**config.mk**
```make
export PLATFORM = sky130hd
export DESIGN_NAME = gpio_in_filter_flat
export DESIGN_NICKNAME = d
export VERILOG_FILES = /design/src/rtl/gpio_pkg.sv /design/src/rtl/gpio_in_filter_if.sv /design/src/rtl/gpio_debounce_bit.sv /design/src/rtl/gpio_in_filter.sv /design/src/flat_wrapper.sv
export SDC_FILE = /design/constraint.sdc
export NUM_CORES = 2
export LEC_CHECK = 0
export ABC_AREA = 1
export BUFFER_PORTS_ARGS = -buffer_cell sky130_fd_sc_hd__buf_2
export CORE_ASPECT_RATIO = 2
export CORE_MARGIN = 2
export CORE_UTILIZATION = 50
export CTS_CLUSTER_DIAMETER = 80
export DETAILED_ROUTE_END_ITERATION = 8
export GPL_ROUTABILITY_DRIVEN = 0
export HOLD_SLACK_MARGIN = 0.1
export PLACE_DENSITY = 0.67
export REMOVE_ABC_BUFFERS = 1
export SLEW_MARGIN = 25
export SYNTH_ARGS = -nofsm -noshare
export SYNTH_HDL_FRONTEND = slang
export SYNTH_SLANG_ARGS = --single-unit
export TNS_END_PERCENT = 1
```
**constraint.sdc**
```tcl
create_clock -name clk_i -period 80.4 [get_ports clk_i]
set_clock_uncertainty 0.15 [all_clocks]
set_input_delay 16.08 -clock clk_i [delete_from_list [all_inputs] [get_ports clk_i]]
set_output_delay 16.08 -clock clk_i [all_outputs]
set_load 0.02 [all_outputs]
```
**src/rtl/gpio_pkg.sv**
```systemverilog
// Shared definitions for the gpio input filter: register offsets and bus decode.
package gpio_pkg;

  localparam logic [7:0] FLT_FILT   = 8'h00;
  localparam logic [7:0] FLT_RISE   = 8'h04;
  localparam logic [7:0] FLT_FALL   = 8'h08;
  localparam logic [7:0] FLT_PEND   = 8'h0C;
  localparam logic [7:0] FLT_THRESH = 8'h10;

  localparam int unsigned DEFAULT_CNT_W = 16;

  typedef enum logic [2:0] {
    REG_FILT,
    REG_RISE,
    REG_FALL,
    REG_PEND,
    REG_THRESH,
    REG_NONE
  } flt_reg_e;

  function automatic flt_reg_e reg_decode(input logic [7:0] off);
    case (off)
      FLT_FILT:   return REG_FILT;
      FLT_RISE:   return REG_RISE;
      FLT_FALL:   return REG_FALL;
      FLT_PEND:   return REG_PEND;
      FLT_THRESH: return REG_THRESH;
      default:    return REG_NONE;
    endcase
  endfunction

endpackage

```
**src/rtl/gpio_in_filter_if.sv**
```systemverilog
// Single-cycle ce/we/addr register bus shared by the peripherals.
interface gpio_in_filter_if;
  logic        flt_ce_i;
  logic        flt_we_i;
  logic [31:0] flt_addr_i;
  logic [31:0] flt_data_i;
  logic        flt_ack_o;
  logic [31:0] flt_data_o;

  modport master (
    output flt_ce_i, flt_we_i, flt_addr_i, flt_data_i,
    input  flt_ack_o, flt_data_o
  );

  modport slave (
    input  flt_ce_i, flt_we_i, flt_addr_i, flt_data_i,
    output flt_ack_o, flt_data_o
  );
endinterface

```
**src/rtl/gpio_debounce_bit.sv**
```systemverilog
// One pin: synchroniser chain, stable-count debounce and edge strobes.
module gpio_debounce_bit #(
  parameter int unsigned CNT_W       = 16,
  parameter int unsigned SYNC_STAGES = 2
) (
  input  logic             clk_i,
  input  logic             rst_i,
  input  logic             pad,
  input  logic [CNT_W-1:0] thresh,
  output logic             level,
  output logic             rise,
  output logic             fall
);

  logic [SYNC_STAGES-1:0] sync;
  logic [CNT_W-1:0]       cnt;
  logic                   s;
  logic                   flip;

  assign s = sync[SYNC_STAGES-1];

  // rise/fall strobe in the cycle whose closing edge updates level
  assign flip = (s != level) && (cnt >= thresh);
  assign rise = flip & s;
  assign fall = flip & ~s;

  always_ff @(posedge clk_i or posedge rst_i) begin
    if (rst_i) begin
      sync  <= '0;
      cnt   <= '0;
      level <= 1'b0;
    end else begin
      sync <= {sync[SYNC_STAGES-2:0], pad};
      if (s == level || flip) begin
        cnt <= '0;
      end else begin
        cnt <= cnt + CNT_W'(1);
      end
      if (flip) begin
        level <= s;
      end
    end
  end

endmodule

```
**src/rtl/gpio_in_filter.sv**
```systemverilog
// Pad input conditioning: per-pin debounce, edge-pending latch, level irq, register bus.
module gpio_in_filter
  import gpio_pkg::*;
#(
  parameter int unsigned NPINS       = 32,
  parameter int unsigned CNT_W       = DEFAULT_CNT_W,
  parameter int unsigned SYNC_STAGES = 2
) (
  input  logic             clk_i,
  input  logic             rst_i,
  gpio_in_filter_if.slave  flt,
  input  logic [NPINS-1:0] pad_i,
  output logic [NPINS-1:0] pin_o,
  output logic             irq_o
);

  logic [NPINS-1:0] rise, fall;
  logic [NPINS-1:0] rise_en, fall_en, pend, pend_next, w1c;
  logic [CNT_W-1:0] thresh;
  logic             rvalid;
  logic             wr, rd;
  logic [31:0]      rdata;
  flt_reg_e         sel;
  logic             unused_bits;

  for (genvar g = 0; g < NPINS; g++) begin : g_pin
    gpio_debounce_bit #(
      .CNT_W       (CNT_W),
      .SYNC_STAGES (SYNC_STAGES)
    ) u_bit (
      .clk_i  (clk_i),
      .rst_i  (rst_i),
      .pad    (pad_i[g]),
      .thresh (thresh),
      .level  (pin_o[g]),
      .rise   (rise[g]),
      .fall   (fall[g])
    );
  end

  assign sel = reg_decode(flt.flt_addr_i[7:0]);
  assign wr  = flt.flt_ce_i &  flt.flt_we_i;
  assign rd  = flt.flt_ce_i & ~flt.flt_we_i;

  // a fresh edge outranks a same-cycle clear of that bit
  assign w1c       = (wr && sel == REG_PEND) ? flt.flt_data_i[NPINS-1:0] : '0;
  assign pend_next = (pend & ~w1c) | (rise & rise_en) | (fall & fall_en);

  assign flt.flt_ack_o = flt.flt_ce_i & (flt.flt_we_i | rvalid);
  assign unused_bits   = ^{flt.flt_addr_i[31:8], flt.flt_data_i};

  always_comb begin
    rdata = '0;
    case (sel)
      REG_FILT:   rdata[NPINS-1:0] = pin_o;
      REG_RISE:   rdata[NPINS-1:0] = rise_en;
      REG_FALL:   rdata[NPINS-1:0] = fall_en;
      REG_PEND:   rdata[NPINS-1:0] = pend;
      REG_THRESH: rdata[CNT_W-1:0] = thresh;
      default:    rdata = '0;
    endcase
  end

  always_ff @(posedge clk_i or posedge rst_i) begin
    if (rst_i) begin
      rise_en        <= '0;
      fall_en        <= '0;
      pend           <= '0;
      thresh         <= '0;
      irq_o          <= 1'b0;
      rvalid         <= 1'b0;
      flt.flt_data_o <= '0;
    end else begin
      pend  <= pend_next;
      irq_o <= |(pend_next & (rise_en | fall_en));
      if (wr && sel == REG_RISE)   rise_en <= flt.flt_data_i[NPINS-1:0];
      if (wr && sel == REG_FALL)   fall_en <= flt.flt_data_i[NPINS-1:0];
      if (wr && sel == REG_THRESH) thresh  <= flt.flt_data_i[CNT_W-1:0];
      rvalid         <= rd;
      flt.flt_data_o <= rd ? rdata : '0;
    end
  end

endmodule

```
**src/flat_wrapper.sv**
```systemverilog
// flat-port wrapper written by rule: the top's interface ports become plain ports
module gpio_in_filter_flat import gpio_pkg::*;
#(
  parameter int unsigned NPINS       = 32,
  parameter int unsigned CNT_W       = DEFAULT_CNT_W,
  parameter int unsigned SYNC_STAGES = 2
)
  (clk_i, rst_i, pad_i, pin_o, irq_o, flt_flt_ce_i, flt_flt_we_i, flt_flt_addr_i, flt_flt_data_i, flt_flt_ack_o, flt_flt_data_o);
  gpio_in_filter_if flt_i ();
  input  logic clk_i;
  input  logic rst_i;
  input  logic [NPINS-1:0] pad_i;
  output logic [NPINS-1:0] pin_o;
  output logic irq_o;
  input wire logic [$bits(flt_i.flt_ce_i)-1:0] flt_flt_ce_i;
  input wire logic [$bits(flt_i.flt_we_i)-1:0] flt_flt_we_i;
  input wire logic [$bits(flt_i.flt_addr_i)-1:0] flt_flt_addr_i;
  input wire logic [$bits(flt_i.flt_data_i)-1:0] flt_flt_data_i;
  output wire logic [$bits(flt_i.flt_ack_o)-1:0] flt_flt_ack_o;
  output wire logic [$bits(flt_i.flt_data_o)-1:0] flt_flt_data_o;
  assign flt_i.flt_ce_i = flt_flt_ce_i;
  assign flt_i.flt_we_i = flt_flt_we_i;
  assign flt_i.flt_addr_i = flt_flt_addr_i;
  assign flt_i.flt_data_i = flt_flt_data_i;
  assign flt_flt_ack_o = flt_i.flt_ack_o;
  assign flt_flt_data_o = flt_i.flt_data_o;
  gpio_in_filter #(.NPINS(NPINS), .CNT_W(CNT_W), .SYNC_STAGES(SYNC_STAGES)) u_core (.clk_i(clk_i), .rst_i(rst_i), .flt(flt_i), .pad_i(pad_i), .pin_o(pin_o), .irq_o(irq_o));
endmodule
```
==> results.cfg <==
[sta]
tightestPinTransition_ps = 942
fin_ws_ps = 47700
fmax_ghz = 0.0306
maxSlewHeadroom = 0.372
rsz0062_at_grt = no
hold_violations = 0
fin_crit_sh = 0.407
setup_viol = 0
whs_ps = 187
fin_setup_tns_ps = 0
final_max_slew_viol_count = 0
period_needed_ps = 32700

[synthesis]
ys_seq_area_frac = 0.413
synthesis.area_sq_um = 45700
async_flop_share = 1.00
synthCells = 5721
synth_top_area_frac = 0.413
synthTopCellsByArea = dfrtp_1 (41%), ha_1 (15%), nand2_1 (12%), inv_1 (6.0%), nor2_1 (5.1%)
synth-edff-count = 0
synth_seq_cells = 754
avgSynthCellArea_sq_um = 7.98
ys_warn_count = 0
yosysUniqueCellTypes = 39
ys.flop_type = dfrtp_1
synth_top_cell_by_area = dfrtp_1

[worst_setup_path]
critPathKind = input pin to output pin
reg2regPathDepth = 18
endpoint_kind = output pin
cp_num_cells = 4
reg2reg_slack_ps = 76610
worstPathMaxFanout = 3
cp_data_required_time_ps = 64170
start_kind = input pin
slowest_stage = buf_2
crit_buf_inv = 2
rr_startpoint = u_core.thresh[7]
critPathCapture = flt_flt_ack_o
cpLargestDelayFamily = buffers and inverters
critPathLaunch = flt_flt_ce_i
crit_path_cell_trace = buf_2, nand2_1, nand2_1, buf_2
cpPeakStageDelay_ps = 150
cp.arrival_ps = 16470
regToRegEndpoint = u_core.irq_o

[global_routing]
grt_max_degree = 162
grt_pass1_vias = 37800
antenna_found_initial = 4
grt_pass1_wl_mm = 193
overflow = 0
globalRouteTotalUtil = 0.263

[cts]
clkSinkCount = 754
clock_path_buffers = 3
root_buffer = clkbuf_16
cts-htree-levels = 3
numCtsBuffers = 73
postCtsSetupBuffers = 0
clk_pin_slew_ps = 60
cts_tree = built
cts_hold_buf = 0
clk-insertion-delay-late_ps = 680
cts_resized = 0

[pwr]
p_total_mw = 0.857
powerDensity_nw_per_um2 = 17.1
vdd_drop_max_v = 0.0000208
static-leakage-power_nw = 24.7

[detailed_routing]
drcViolationCount = 0
antenna_left = 0
drt-vias-per-instance = 5.42
drt_iter0_drc = 2236
dr_total_vias = 38500
drtPass1Iterations = 7
wire_per_inst_um = 17.0
wirelength_mm = 121

[placement]
port_buffers = 141
dp_slack_ps = 47690
dp.cells = 6987
hpwlAfterDp_mm = 84.0

[final_layout]
num_antenna_cells = 0
area_growth_pct = 9.57
layout.cells.most_common_list = nand2_1 (1400), dfrtp_1 (753), inv_1 (714)
layout_commonest_cell = nand2_1
drive_above_1_share = 0.0599
fin_nets = 6521
final_cells = 7113

[die]
rows = 156
die_x_um = 218
start_util = 0.505
core_area_sq_um = 90400
design.die.area_sq_um = 93900
die-height_um = 431
pin_count = 166

[min_path]
hold_path_class = flip-flop to flip-flop

[job]
maxCapViolCount = 0

[status]
status = finished, final reports clean
[sequential cells by signal (all words and copies together), names as in the netlist]
name	count
u_core.irq_o	1
u_core.flt.flt_data_o	32
u_core.rvalid	1
u_core.fall_en	32
u_core.g_pin.u_bit.sync	64
u_core.pend	32
u_core.thresh	16
u_core.g_pin.u_bit.cnt	512
u_core.g_pin.u_bit.level	32
u_core.rise_en	32
[power breakdown]
| part | total [mW] | switching (mW) | internal (mW) |
|---|---|---|---|
| clock | 0.349 | 0.155 | 0.194 |
| sequential | 0.401 | 0.0105 | 0.390 |
| combinational | 0.108 | 0.0774 | 0.0306 |
| total | 0.857 | 0.243 | 0.614 |
[worst min-delay path by stage]
stage / from / end / slack (ps) / cells past startpoint
4_1_cts: u_core.g_pin[2].u_bit.sync[0] / u_core.g_pin[2].u_bit.sync[1] / 190 / 0
6_report: u_core.g_pin[2].u_bit.sync[0] / u_core.g_pin[2].u_bit.sync[1] / 190 / 0
3_3_place_gp: u_core.g_pin[17].u_bit.sync[0] / u_core.g_pin[17].u_bit.sync[1] / 180 / 0
2_1_floorplan: u_core.g_pin[0].u_bit.sync[0] / u_core.g_pin[0].u_bit.sync[1] / 180 / 0
3_5_place_dp: u_core.g_pin[10].u_bit.sync[0] / u_core.g_pin[10].u_bit.sync[1] / 180 / 0
5_1_grt: u_core.g_pin[2].u_bit.sync[0] / u_core.g_pin[2].u_bit.sync[1] / 190 / 0
[per-layer routing]
layer	share of wire	track usage
met1	0.41	0.314
met2	0.50	0.468
met3	0.054	0.0387
met4	0.040	0.109
met5	0.00011	0
[worst register-to-register path, cell delays in order, from the launching register on]
cell	delay, ps
dfrtp_1	390
inv_2	410
buf_4	590
ha_1	390
nand2_1	90
nor2_1	50
and2_1	130
nor2_1	80
nand2_1	80
nand2_1	100
nand2_1	120
nand2_1	90
nand2_1	60
nand2_1	240
nand2_1	120
nor2_1	270
nand2_1	120
nor2_1	110
nand2_1	100
[cell usage after synthesis, types with 62 or more instances]
| cell | instances |
|---|---|
| xor2_1 | 74 |
| inv_1 | 730 |
| nand2_1 | 1402 |
| dfrtp_1 | 754 |
| o21ai_0 | 244 |
| nand3_1 | 204 |
| nor3b_1 | 151 |
| ha_1 | 544 |
| nor3_1 | 203 |
| clkbuf_1 | 62 |
| a21oi_1 | 337 |
| nor2_1 | 623 |
[logic make-up after synthesis]
kind of cell,share of synthesized area
buf+inv,0.0710
fa+ha+maj,0.149
xor+xnor,0.0186
compound gates,0.0879
simple gates,0.260
flops,0.413
[final cells by class]
| cell class | instances | area (sq um) |
|---|---|---|
| multi-input combinational | 4137 | 23600 |
| clock inverter | 17 | 208 |
| inverter | 732 | 2760 |
| timing repair buffer | 179 | 1020 |
| clock buffer | 109 | 2130 |
| tap | 1185 | 1480 |
| sequential | 754 | 18900 |
| fill | 8418 | 40400 |
[through the flow]
step | utilization | cell area, sq um
2_1_floorplan | - | 45200
4_1_cts | 0.553 | 50000
5_1_grt | 0.553 | 50000
3_3_place_gp | 0.528 | 47700
6_report | 0.553 | 50000
3_5_place_dp | 0.528 | 47700
No activity file was read; power rests on OpenSTA's default activity.
